<file path="config.mk">
export PLATFORM = sky130hd
export DESIGN_NAME = psum_threshold_unit
export DESIGN_NICKNAME = d
export VERILOG_FILES = /design/src/rtl/psum_threshold_unit_pkg.sv /design/src/rtl/psum_acc_lane.sv /design/src/rtl/psum_threshold_unit.sv
export SDC_FILE = /design/constraint.sdc
export NUM_CORES = 1
export LEC_CHECK = 0
export ABC_AREA = 1
export CAP_MARGIN = 30
export CELL_PAD_IN_SITES_DETAIL_PLACEMENT = 0
export CELL_PAD_IN_SITES_GLOBAL_PLACEMENT = 1
export CORE_MARGIN = 3
export CORE_UTILIZATION = 35
export DETAILED_ROUTE_END_ITERATION = 16
export PLACE_DENSITY_LB_ADDON = 0.1
export SLEW_MARGIN = 10
export SYNTH_ARGS = -nofsm -noshare
export SYNTH_HDL_FRONTEND = slang
export SYNTH_SLANG_ARGS = --single-unit
</file>
<file path="constraint.sdc">
create_clock -name clk_in -period 4.95 [get_ports clk_in]
set_clock_uncertainty 0.15 [all_clocks]
set_input_delay 0.495 -clock clk_in [delete_from_list [all_inputs] [get_ports clk_in]]
set_output_delay 0.495 -clock clk_in [all_outputs]
set_load 0.1 [all_outputs]
</file>
<file path="src/rtl/psum_threshold_unit_pkg.sv">
// Shared PE-array schedule constants: frame length derivation, psum slot origin,
// and the frame-counter and channel-index widths.
package psum_threshold_unit_pkg;

  localparam int unsigned FC_W           = 7;
  localparam int unsigned CH_W           = 4;
  localparam int unsigned O_CH_DEF       = 9;
  localparam int unsigned ROW_LENGTH_DEF = 7;
  localparam int unsigned PSUM_SLOT0_DEF = 2;

  function automatic int unsigned frame_len(input int unsigned o_ch,
                                            input int unsigned row_len);
    return o_ch * row_len + row_len;
  endfunction

  localparam int unsigned FRAME_LEN_DEF = frame_len(O_CH_DEF, ROW_LENGTH_DEF);

  typedef logic [FC_W-1:0] fc_t;
  typedef logic [CH_W-1:0] ch_t;

endpackage

</file>
<file path="src/rtl/psum_acc_lane.sv">
// One output channel: saturating partial-sum accumulator, threshold register
// and the binarized result bit.
module psum_acc_lane #(
  parameter int unsigned WIDTH     = 14,
  parameter int unsigned ACC_WIDTH = 18
) (
  input  logic                 clk_i,
  input  logic                 rst_ni,
  input  logic                 slot_i,
  input  logic                 clear_i,
  input  logic                 last_i,
  input  logic [WIDTH-1:0]     psum_i,
  input  logic                 thr_we_i,
  input  logic [ACC_WIDTH-1:0] thr_data_i,
  output logic                 res_next_o
);

  localparam int unsigned SW = ACC_WIDTH + 1;

  logic [ACC_WIDTH-1:0] acc_q, acc_d;
  logic [ACC_WIDTH-1:0] thr_q, thr_d;
  logic [ACC_WIDTH-1:0] base, sum;
  logic [SW-1:0]        raw;
  logic                 res_q, res_d;

  always_comb begin
    base  = clear_i ? '0 : acc_q;
    raw   = {1'b0, base} + SW'(psum_i);
    sum   = raw[ACC_WIDTH] ? '1 : raw[ACC_WIDTH-1:0];
    acc_d = slot_i ? sum : acc_q;
    // thr_q is the pre-write value, so a same-cycle write only affects later slots
    res_d = (slot_i && last_i) ? (sum >= thr_q) : res_q;
    thr_d = thr_we_i ? thr_data_i : thr_q;
  end

  // Exposing the next value lets the top commit the final channel in its own slot cycle.
  assign res_next_o = res_d;

  always_ff @(posedge clk_i or negedge rst_ni) begin
    if (!rst_ni) begin
      acc_q <= '0;
      thr_q <= '0;
      res_q <= 1'b0;
    end else begin
      acc_q <= acc_d;
      thr_q <= thr_d;
      res_q <= res_d;
    end
  end

endmodule

</file>
<file path="src/rtl/psum_threshold_unit.sv">
// Tracks the PE array frame, accumulates per-channel psums over several passes,
// and hands the binarized channel word downstream over valid/ready.
module psum_threshold_unit
  import psum_threshold_unit_pkg::*;
#(
  parameter int unsigned WIDTH      = 14,
  parameter int unsigned O_CH       = O_CH_DEF,
  parameter int unsigned ROW_LENGTH = ROW_LENGTH_DEF,
  parameter int unsigned FRAME_LEN  = frame_len(O_CH, ROW_LENGTH),
  parameter int unsigned PSUM_SLOT0 = PSUM_SLOT0_DEF,
  parameter int unsigned ACC_PASSES = 4,
  parameter int unsigned ACC_WIDTH  = 18
) (
  input  logic                 clk_in,
  input  logic                 rst_in,
  input  logic [WIDTH-1:0]     psum_in,
  input  logic                 thr_we,
  input  logic [CH_W-1:0]      thr_addr,
  input  logic [ACC_WIDTH-1:0] thr_data,
  output logic [O_CH-1:0]      act_out,
  output logic                 act_valid,
  input  logic                 act_ready,
  output logic                 overflow_out
);

  localparam int unsigned PASS_W = (ACC_PASSES > 1) ? $clog2(ACC_PASSES) : 1;
  localparam logic [PASS_W-1:0] LAST_P = PASS_W'(ACC_PASSES - 1);

  fc_t               fc_q, fc_d;
  logic              first_q, first_d;
  logic [PASS_W-1:0] p_q, p_d;
  logic [O_CH-1:0]   out_q, out_d;
  logic              valid_q, valid_d;
  logic              ovf_q, ovf_d;
  logic [O_CH-1:0]   res_next;
  logic              frame_end, last_pass, commit;

  assign frame_end = (fc_q == fc_t'(FRAME_LEN - 1));
  assign last_pass = (p_q == LAST_P);
  assign commit    = !first_q && last_pass && (fc_q == fc_t'(PSUM_SLOT0 + O_CH - 1));

  for (genvar c = 0; c < O_CH; c++) begin : g_lane
    psum_acc_lane #(
      .WIDTH    (WIDTH),
      .ACC_WIDTH(ACC_WIDTH)
    ) u_lane (
      .clk_i     (clk_in),
      .rst_ni    (rst_in),
      .slot_i    (!first_q && (fc_q == fc_t'(PSUM_SLOT0 + c))),
      .clear_i   (p_q == '0),
      .last_i    (last_pass),
      .psum_i    (psum_in),
      .thr_we_i  (thr_we && (thr_addr == ch_t'(c))),
      .thr_data_i(thr_data),
      .res_next_o(res_next[c])
    );
  end

  always_comb begin
    fc_d    = frame_end ? '0 : fc_q + fc_t'(1);
    first_d = frame_end ? 1'b0 : first_q;
    p_d     = p_q;
    if (frame_end && !first_q) begin
      p_d = last_pass ? '0 : p_q + PASS_W'(1);
    end
    out_d   = commit ? res_next : out_q;
    valid_d = valid_q;
    if (commit) begin
      valid_d = 1'b1;
    end else if (valid_q && act_ready) begin
      valid_d = 1'b0;
    end
    ovf_d = ovf_q | (commit & valid_q & ~act_ready);
  end

  always_ff @(posedge clk_in or negedge rst_in) begin
    if (!rst_in) begin
      fc_q    <= '0;
      first_q <= 1'b1;
      p_q     <= '0;
      out_q   <= '0;
      valid_q <= 1'b0;
      ovf_q   <= 1'b0;
    end else begin
      fc_q    <= fc_d;
      first_q <= first_d;
      p_q     <= p_d;
      out_q   <= out_d;
      valid_q <= valid_d;
      ovf_q   <= ovf_d;
    end
  end

  assign act_out      = out_q;
  assign act_valid    = valid_q;
  assign overflow_out = ovf_q;

endmodule
</file>
---- Yosys cells after proc, flatten, opt, wreduce, memory -nomap -nowiden ----
Cells that the tools add are included.
storage, ports and cells
  input bits .............................. 40
  register bits after elaboration ......... 354
operators by class
  equality and inequality tests ........... 19
  muxes and demuxes ....................... 31
  bitwise gates (word level) .............. 4
  add/sub/neg operators ................... 11
  reductions and logical operators ........ 35
  magnitude comparators ................... 9
operator list
  operator             number
  $mux 18              18
  $add 18x14->19       9
  $ge 18x18->1         9
  $logic_and 1x1->1    31
  $eq 7x3->1 const B   4
  $eq 7x4->1 const B   3
  $eq 4x3->1 const B   4
  $eq 7x2->1 const B   2
  $mux 1               11
  $eq 4x2->1 const B   2
  $add 7x1->7 const B  1
  $eq 7x7->1 const B   1
  $mux 7               1
  $eq 4x1->1 const B   1
  $eq 4x4->1 const B   1
  $logic_not 4->1      1
  $add 2x1->2 const B  1
  $and 1x1->1          2
  $eq 2x2->1 const B   1
  $logic_not 2->1      1
  $mux 2               1
  $reduce_bool 2->1    1
  $logic_not 1->1      1
  $not 1->1            1
  $or 1x1->1           1

---- Longest topological paths before layout ----
Gate-level depths: netlist (run 1).
  word-level depth ........................ 6
  gate-level depth with buffers ........... 33
  mapped depth without buffers ............ 28

---- By module ----
A second synthesis (run 1) with hierarchy kept.
unflattened totals
  cell total of the unflattened synthesis .. 4273
  area total of the unflattened synthesis .. 29764.8 µm²
by module, submodules not included
  module                                cells an instance  instances  area an instance (µm²)
  psum_acc_lane (g_lane[0].u_lane ...)  458                8          3178.0
  psum_acc_lane (g_lane[8].u_lane)      455                1          3161.8
  psum_threshold_unit                   154                1          1178.6

---- Worst setup path before layout (run 1) ----
No wires, ideal clock.
  kind .................................... register -> register
  from .................................... register p_q[0]
  to ...................................... register out_q[0] (netlist: act_out[0])
  setup slack ............................. 0.787 ns
  data arrival time ....................... 3.894 ns
  data required time ...................... 4.680 ns
  cell stages (with the launch flop) ...... 33
  library setup time ...................... 0.120 ns
  path buffers ............................ 6
  cell sequence ........................... dfrtp_1 inv_1 ha_1 buf_6 buf_12 buf_2 buf_4 buf_2 nor2_1 ha_1 inv_1 fa_1 nand3b_1 nand2_1 nand2_1 nand2_1 nand3_1 nand2_2 nand2_4 buf_6 nand2_1 inv_1 ha_1 inv_1 a21boi_0 o21ai_0 nand2_1 nand2_1 nand2_1 nand2_1 nand2_1 nand3_1 nand2_1
on the way
  cells in the longest elaborated chain, start to end .. 6
  elaborated cells between the ends (all ways) .. 10
  classes of those cells .................. 1 x add/sub; 1 x order compare; 1 x eq/ne; 3 x mux; 4 x reduce/logical
ends and longest elaborated chain
  element                   RTL line                   RTL
  start: declaration        psum_threshold_unit.sv:31  logic [PASS_W-1:0] p_q, p_d;
  start signal: assignment  psum_threshold_unit.sv:87  p_q <= p_d;
  $logic_not 2->1           psum_threshold_unit.sv:50  .clear_i (p_q == '0),
  $mux 18                   psum_acc_lane.sv:27        base = clear_i ? '0 : acc_q;
  $add 18x14->19            psum_acc_lane.sv:28        raw = {1'b0, base} + SW'(psum_i);
  $mux 18                   psum_acc_lane.sv:29        sum = raw[ACC_WIDTH] ? '1 : raw[ACC_WIDTH-1:0];
  $ge 18x18->1              psum_acc_lane.sv:32        res_d = (slot_i && last_i) ? (sum >= thr_q) : res_q;
  $mux 1                    psum_acc_lane.sv:32
  end signal: assignment    psum_threshold_unit.sv:88  out_q <= out_d;
  end: declaration          psum_threshold_unit.sv:32  logic [O_CH-1:0] out_q, out_d;
Parallel ways exist; a longest one is shown, timed or not.
A chain may end at the register's enable or synchronous reset.

---- Worst setup path in the final report (run 1) ----
  from .................................... register p_q[0]
  to ...................................... register out_q[8] (netlist: act_out[8])
on the way
  cells in the longest elaborated chain, start to end .. 6
  elaborated cells between the ends (all ways) .. 10
  classes of those cells .................. 1 x add/sub; 1 x order compare; 1 x eq/ne; 3 x mux; 4 x reduce/logical
ends and longest elaborated chain
  element                             RTL line                   RTL
  $logic_not 2->1                     psum_threshold_unit.sv:50
  $mux 18                             psum_acc_lane.sv:27
  $add 18x14->19                      psum_acc_lane.sv:28
  $mux 18                             psum_acc_lane.sv:29
  named net g_lane[8].u_lane.sum[15]  psum_acc_lane.sv:22        logic [ACC_WIDTH-1:0] base, sum;
  $ge 18x18->1                        psum_acc_lane.sv:32
  $mux 1                              psum_acc_lane.sv:32
The timed path passes the listed nets, and every way through them passes these cells.

==> reports/metrics.yaml, run 1 <==
status: "finished, final reports clean"
die_y_microns: 292
cts_setup_buffers: 0
cts-buffers-inserted: 47
regArea_sq_um: 8830
antenna_cells: 0
fin_area_sq_um: 32200
endpoint_kind: "register"
grt_first_pass_wirelength_microns: 146000
relSlewSlack: 0.330
path_clk_slew_ps: 60
cts_tree: "yes"
drv_cap: 0
port-buffer-count: 50
leakage_nw: 18.2
critPathKind: "register to register"
drcViolationCount: 0
syn-instance-count: 4184
grt_max_degree: 97
die_area_sq_um: 85200
yosys_warnings: 0
ios: 51
intPower_mw: 6.12
tns_ps: 0
fillCellCount: 8810
multi_input_area_sq_um: 16500
globalRouteOverflowTotal: 0
cts_root_buf: "clkbuf_16"
total_power_mw: 8.68
die_w_microns: 292
rsz0062_at_grt: "false"
setup_viol: 0
dr_total_vias: 25100
period_share: 0.911
postCtsHoldBufs: 1
drive_gt1_frac: 0.0793
required_ps: 5300
hpwl_microns: 71100
cts_resized: 0
synth_fp_nets: 4527
ys_seq_area_frac: 0.309
syn2layout_area_growth_pct: 12.6
synth_area_per_cell_sq_um: 6.84
timing.fmax_mhz: 222
ys_ff_latch: 353
antenna_left: 0
wirelength_microns: 94100
gp_congestion: 0.848
p_sw_mw: 2.57
wl_per_cell_microns: 17.6
initial_utilization: 0.354
clkLatencyLatePin_ps: 580
h-tree-depth: 2
cts.sinks: 353
maxSlewViolCount: 0
fin_crit_ps: 4510
ir_drop_v: 0.000225
antenna_found_initial: 5
ff2ff_setup_slack_ps: 440
layout.nets: 4596
combPwrFrac: 0.187
rows: 104
cp-start-kind: "register"
worstPathMaxFanout: 25
first_pass_iters: 5
seqPwrFrac: 0.388
netlist_area_sq_um: 28600
hold_violations: 0
p_clk_frac: 0.424
clock_path_buffers: 3
worst_pin_slew_ps: 1000
grt_pass1_vias: 24600
pwr_density_cell_nw_per_um2: 270
crit_arrival_ps: 4870
routed_via_density: 4.70
core-area_sq_um: 80800
p_sw_frac: 0.296
placed_cell_area_sq_um: 30500
min_path_type: "register to register"
grt_util_all_layers: 0.222
synth_cell_types: 46
drt_iter0_drc: 1495
[cells by family after synthesis]
| kind of cell | Yosys count | share of synthesized area |
|---|---|---|
| XOR/XNOR | 63 | 0.0193 |
| AND/OR/NAND/NOR | 2169 | 0.336 |
| AO/OA/AOI/OAI | 467 | 0.0856 |
| flip-flops | 353 | 0.309 |
| adder cells (fa/ha/maj) | 303 | 0.135 |
| buffers and inverters | 829 | 0.116 |
[critical path: stages (launching register included)]
cell and delay [ps]:
dfrtp_1 380, inv_1 130, ha_4 450, buf_4 340, buf_4 300, nor2_1 130
fa_1 450, nand3_1 100, nand2_1 100, nand3_1 100, nand2_2 80, nand2_1 100
nand2_2 80, nand2_4 250, nand3_1 210, ha_1 350, nand2_1 60, inv_1 60
nand2_1 70, nor3_1 190, nand4_1 110, nand4_1 120, nand2_1 50, nand2_1 70
[sequential cells by signal, summed over array words and instances, names as in the netlist]
name                 flops
g_lane.u_lane.res_q      8
act_valid                1
p_q                      2
g_lane.u_lane.acc_q    162
g_lane.u_lane.thr_q    162
fc_q                     7
overflow_out             1
first_q                  1
act_out                  9
[layout make-up]
class	count	share of cell area
clock buffer	69	0.0441
clock inverter	17	0.00769
inverter	746	0.0869
multi-input combinational	3002	0.512
sequential	353	0.274
tap	1060	0.0412
timing repair buffer	103	0.0342
[per-layer routing]
layer,track usage,share of wire,wire [microns],vias up
li1,-,-,-,13100
met1,0.308,0.48,44900,11500
met2,0.366,0.45,42600,403
met3,0.0234,0.040,3760,110
met4,0.0650,0.030,2820,2
met5,0,0.00012,11,-
[through the flow]
stage / util / setup WS [ps] / instances / hold slack, ps
detailed placement: 0.378 / 309 / 5263 / 310
finish: 0.399 / 438 / 5350 / 315
floorplan: - / 787 / 4184 / 49.4
CTS: 0.399 / 352 / 5350 / 324
global placement: 0.377 / 363 / 5258 / 302
global route: 0.399 / 84.8 / 5350 / 342
[power groups by stage]
stage	sequential, mW	clock [mW]	combinational (mW)
final	3.37	3.68	1.63
after global routing	3.41	3.91	1.91
after CTS	3.38	3.80	1.66
after detailed placement	3.42	0	1.64
after global placement	3.42	0	1.63
after floorplan	3.38	0	1.08
[cells in the mapped netlist, drive strengths merged]
library cell	instances	area, sq um
a21boi	13	97.6
a21o	5	37.5
a21oi	165	841
and2	4	25.0
buf	57	415
clkbuf	26	100
dfrtp	352	8810
dfstp	1	26.3
fa	9	180
ha	294	3680
inv	746	2800
nand2	1443	5740
nand3	236	1550
nand3b	7	52.6
nand4	16	115
nor2	402	1660
nor3	47	373
nor3b	3	22.5
o21a	6	45.0
o21ai	275	1410
o21bai	2	15.0
o31ai	1	7.51
or2	11	68.8
xnor2	1	8.76
xor2	62	543
[cell usage in the layout, fill, tap and decap left out, drive strengths merged, types with 16 or more instances in the layout]
| cell type | Yosys | routed |
|---|---|---|
| clkbuf | 26 | 69 |
| dfrtp | 352 | 352 |
| nand3 | 236 | 236 |
| nor3 | 47 | 47 |
| nor2 | 402 | 402 |
| inv | 746 | 746 |
| nand2 | 1443 | 1443 |
| o21ai | 275 | 275 |
| buf | 57 | 54 |
| xor2 | 62 | 62 |
| nand4 | 16 | 16 |
| clkdlybuf4s50 | 0 | 48 |
| ha | 294 | 294 |
| a21oi | 165 | 165 |
[path summary, 6_finish.rpt]
| kind | start | endpoint | cells past startpoint |
|---|---|---|---|
| worst min-delay path | overflow_out | overflow_out | 2 |
| worst max-delay path | p_q[0] | act_out[8] | 23 |
| worst min register to register | overflow_out | overflow_out | 2 |
| worst max register to register | p_q[0] | act_out[8] | 23 |
| min in group asynchronous | rst_in | g_lane[0].u_lane.acc_q[11] | 2 |
| max in group asynchronous | rst_in | g_lane[5].u_lane.acc_q[6] | 3 |
(Power assumes the default switching activity.)
==> inputs of run 2 (changes only) <==
- DONT_BUFFER_PORTS: default -> 1
==> run 2 against run 1 <==
The run now ends with hold timing left; wire length increased by 1.5%; core utilization decreased by 0.82 points; sequential power about the same; final cell count decreased by 1.0%; via count decreased by 0.52%; die area unchanged; critical path depth unchanged.
==> reports/metrics.yaml, run 2 (synthesis results as in run 1) <==
status: "finished, violations left"
violations: "hold timing"
grt_util_all_layers: 0.225
maxSlewViolCount: 0
dr_total_vias: 25000
path_clk_slew_ps: 60
use_met3: 0.0354
required_ps: 5250
fin_hold_ws_ps: -518
crit_path_frequent_cell: "nand2_1"
fin_util: 0.390
relSlewSlack: 0.263
slowest_delay_ps: 410
clock_path_buffers: 3
crit_start: "p_q[0]"
worst_pin_slew_ps: 1110
combPwrFrac: 0.170
syn2layout_area_growth_pct: 10.2
h-tree-depth: 2
first_pass_iters: 5
cts_resized: 0
rows: 104
cp_num_buf_inv: 2
cts_setup_buffers: 0
grt_first_pass_wirelength_microns: 147000
cts.sinks: 353
cpMaxStageDelayCell: "ha_4"
instances_no_fill: 5295
cts_tree: "yes"
drcViolationCount: 0
drt_iter0_drc: 1471
fin_crit_ps: 4400
die_area_sq_um: 85200
cp-start-kind: "register"
critPathKind: "register to register"
layout_commonest_cell: "nand2_1"
endpoint_kind: "register"
drive_gt1_frac: 0.0730
intPower_mw: 5.97
initial_utilization: 0.354
place_inst: 5184
r2r_start: "p_q[0]"
die_w_microns: 292
rsz0062_at_grt: "false"
grt_max_degree: 354
busiest_layer: "met2"
period_share: 0.889
cts_root_buf: "clkbuf_16"
antenna_left: 0
crit_arrival_ps: 4710
wl_per_cell_microns: 18.0
drv_cap: 0
grt_pass1_vias: 24700
routed_via_density: 4.72
hold_violations: 352
cts-buffers-inserted: 47
die_y_microns: 292
final_cell_mix: "nand2_1, inv_1, nor2_1"
p_clk_frac: 0.429
gp_congestion: 0.846
cp_top_family: "simple AND/OR/NAND/NOR gates"
postCtsHoldBufs: 19
antenna_found_initial: 12
p_sw_frac: 0.290
cp_cell_sequence: "inv_1, ha_4, buf_4, nor2_1, ha_1, fa_1, nand3_1, nand2_1, nand3_1, nand2_1, nand2_1, nand2_2, nand2_4, nand3_1, ha_1, a21oi_1, nor2_1, o21ai_0, o21ai_0, nor2_1, nand2_1, nand3_1, nand2_1"
wirelength_microns: 95500
ios: 51
port-buffer-count: 0
ir_drop_v: 0.000286
pwr_density_cell_nw_per_um2: 267
core-area_sq_um: 80800
timing.fmax_mhz: 227
globalRouteOverflowTotal: 0
layout.nets: 4535
seqPwrFrac: 0.400
worstPathMaxFanout: 22
min_path_type: "input port to async pin"
gr-usage-met2: 0.376
p_sw_mw: 2.44
use_met1: 0.306
tns_ps: 0
setup_viol: 0
leakage_nw: 17.9
hpwl_microns: 68400
clkLatencyLatePin_ps: 580
-- run 2: path summary, 6_finish.rpt --
path | to | slack (ps) | cells past startpoint
min in group clk_in | g_lane[7].u_lane.thr_q[2] | 110 | 4
worst min register to register | g_lane[4].u_lane.acc_q[9] | 330 | 2
max in group asynchronous | g_lane[4].u_lane.acc_q[15] | 4290 | 0
worst max-delay path | act_out[1] | 550 | 23
worst min-delay path | g_lane[0].u_lane.acc_q[10] | -520 | 0
worst max register to register | act_out[1] | 550 | 23
-- run 2: routing by layer --
metal	vias up	share of wire	wire length (microns)
met3	104	0.053	5040
li1	13000	-	-
met1	11500	0.47	44700
met4	8	0.023	2190
met5	-	0.00049	47
met2	421	0.46	43600
-- run 2: through the flow --
step | cell area (sq um) | setup slack, ps | hold WS [ps] | power, mW
2_1_floorplan | 28600 | 787 | 49.4 | 4.46
3_3_place_gp | 29600 | 562 | 58.0 | 4.81
3_5_place_dp | 29700 | 538 | 76.5 | 4.83
4_1_cts | 31500 | 512 | -565 | 8.56
5_1_grt | 31500 | 179 | -551 | 8.97
6_report | 31500 | 549 | -518 | 8.42
-- run 2: final cells by class --
cell class | instances | area (sq um)
antenna | 5 | 12.5
timing repair buffer | 42 | 463
clock inverter | 21 | 267
multi-input combinational | 3002 | 16500
clock buffer | 66 | 1370
tap | 1060 | 1330
sequential | 353 | 8830
fill | 8823 | 49300
inverter | 746 | 2800
-- run 2: power by group through the flow --
| stage | combinational, mW | sequential [mW] | clock (mW) |
|---|---|---|---|
| floorplan | 1.08 | 3.38 | 0 |
| global placement | 1.40 | 3.41 | 0 |
| detailed placement | 1.41 | 3.42 | 0 |
| CTS | 1.46 | 3.37 | 3.73 |
| global route | 1.71 | 3.41 | 3.85 |
| finish | 1.43 | 3.37 | 3.61 |
==> inputs of run 3 (changes only) <==
- SYNTH_HIERARCHICAL: default -> 1
==> run 3 against run 2 <==
Largest cell class unchanged; critical endpoint is now act_out[3]; clock power about the same; core utilization grew 0.12 points; the flow finishes with violations (hold timing, slew limit); hold slack got worse by 9.6 ps.
==> reports/metrics.yaml, run 3 <==
initial_utilization: 0.355
worstPathMaxFanout: 42
layout.nets: 4640
drt_iter0_drc: 1598
netlist_area_sq_um: 29800
first_pass_iters: 5
min_path_type: "input port to async pin"
fin_hold_ws_ps: -528
seqPwrFrac: 0.394
synth_cell_types: 41
p_sw_mw: 2.52
grt_max_degree: 355
pwr_density_cell_nw_per_um2: 259
die_w_microns: 298
worst_pin_slew_ps: 1590
die_area_sq_um: 88600
violations: "hold timing, slew limit"
final_cell_mix: "nand2_1, inv_1, nor2_1"
synth_commonest_cells: "nand2_1, inv_1, nor2_1"
syn-instance-count: 4273
cts_root_buf: "clkbuf_16"
grt_util_all_layers: 0.217
hold_violations: 353
tns_ps: 0
synth_top_area_cell: "dfrtp_1"
ir_drop_v: 0.000252
synth_area_per_cell_sq_um: 6.97
grt_pass1_vias: 24600
setup_viol: 0
drive_gt1_frac: 0.0942
synth_top_flop_cell: "dfrtp_1"
routed_via_density: 4.62
crit_path_frequent_cell: "nand2_1"
yosysMostFrequentCell: "nand2_1"
p_clk_frac: 0.422
path_clk_slew_ps: 60
drv_cap: 0
leakage_nw: 18.3
postCtsHoldBufs: 19
timing.fmax_mhz: 223
antenna_found_initial: 13
cpMaxStageDelayCell: "fa_1"
wirelength_microns: 96200
combPwrFrac: 0.184
critPathKind: "register to register"
crit_arrival_ps: 4860
hpwl_microns: 68300
placed_cell_area_sq_um: 30800
die_y_microns: 298
core-area_sq_um: 84000
h-tree-depth: 2
cts_tree: "yes"
cts.sinks: 354
p_sw_frac: 0.296
cts-buffers-inserted: 47
synth_area_leaders: "dfrtp_1, nand2_1, ha_1"
clock_path_buffers: 3
maxSlewViolCount: 116
period_share: 0.908
yosysTopAreaCellShare: 0.297
layout_commonest_cell: "nand2_1"
yosys_warnings: 6
relSlewSlack: -0.0617
required_ps: 5320
wl_per_cell_microns: 17.6
syn2layout_area_growth_pct: 10.5
dr_total_vias: 25200
intPower_mw: 6.00
port-buffer-count: 0
endpoint_kind: "register"
fin_area_sq_um: 32900
reg_top3: "g_lane.u_lane/acc_q (162), g_lane.u_lane/thr_q (162)"
clkLatencyLatePin_ps: 590
fin_crit_ps: 4490
gp_congestion: 0.814
ys_seq_area_frac: 0.298
fin_util: 0.392
rsz0062_at_grt: "false"
status: "finished, violations left"
rows: 106
ios: 51
synth_enable_flop_cells: 0
synth_fp_nets: 4616
globalRouteOverflowTotal: 0
cp-start-kind: "register"
synthArstFlopShare: 1.00
grt_first_pass_wirelength_microns: 148000
antenna_left: 0
drcViolationCount: 0
ys_ff_latch: 354
slowest_delay_ps: 420
## run 3: final timing paths
| kind | to | slack, ps | depth (start not counted) | startpoint |
|---|---|---|---|---|
| setup / recovery | act_out[3] | 460 | 27 | p_q[0] |
| min in group clk_in | overflow_out | 90 | 3 | act_ready |
| max in group asynchronous | g_lane[4].u_lane/acc_q[10] | 3910 | 0 | rst_in |
| hold reg to reg | g_lane[1].u_lane/acc_q[13] | 330 | 2 | g_lane[1].u_lane/acc_q[13] |
| hold / removal | g_lane[8].u_lane/acc_q[5] | -530 | 0 | rst_in |
| setup reg to reg | act_out[3] | 460 | 27 | p_q[0] |
## run 3: power by group through the flow
stage                     registers [mW]  logic, mW  clock network [mW]
after CTS                           3.36       1.58                3.71
after global placement              3.41       1.48                   0
final                               3.36       1.57                3.60
after global routing                3.40       1.85                3.82
after floorplan                     3.39       1.16                   0
after detailed placement            3.41       1.49                   0
## run 3: timing repair
item | CTS | global route
resized for setup | 0 | 0
hold endpoints to repair | 517 | 354
setup buffers | 0 | 5
endpoints found under the setup margin | 0 | 4
## run 3: metrics by stage
stage	power, mW	hold WS [ps]	cells	setup slack (ps)
floorplan	4.55	49.4	4273	968
global placement	4.89	76.9	5338	308
detailed placement	4.91	77.3	5346	268
CTS	8.66	-551	5450	244
global route	9.08	-563	5467	83.1
finish	8.53	-528	5468	457
## run 3: final cells by class
class	instances	area (sq um)
Multi-Input combinational cell	3058	17300
Fill cell	9057	51100
Clock buffer	63	1350
Tap cell	1134	1420
Sequential cell	354	8860
Timing Repair Buffer	77	863
Inverter	759	2850
Antenna cell	1	2.50
Clock inverter	22	273
## run 3: critical path: cells and delay by family (launching register included)
kind                     cells  cell delay (ps)
adder cells (fa/ha/maj)      4             1030
buffers and inverters        5              570
flip-flops                   1              390
AND/OR/NAND/NOR             18             2260
## run 3: cell families (layout without fill, tap and decap cells)
| logic type | after synthesis | after routing | synth area share |
|---|---|---|---|
| multiplexers | 9 | 9 | 0.00341 |
| XOR/XNOR | 65 | 65 | 0.0191 |
| AND/OR/NAND/NOR | 2261 | 2261 | 0.351 |
| flip-flops | 354 | 354 | 0.298 |
| buffers and inverters | 861 | 921 | 0.125 |
| other | 0 | 1 | 0 |
| adder cells (fa/ha/maj) | 303 | 303 | 0.130 |
| AO/OA/AOI/OAI | 420 | 420 | 0.0746 |
## run 3: layer usage
layer  wire, microns  part of all wire  vias up  global-route usage
met5              45           0.00047        -                   0
met4            2050             0.021        6              0.0489
met3            4210             0.044      103              0.0300
met2           42900              0.45      336               0.350
met1           47000              0.49    11500               0.309
li1                -                 -    13300                   -
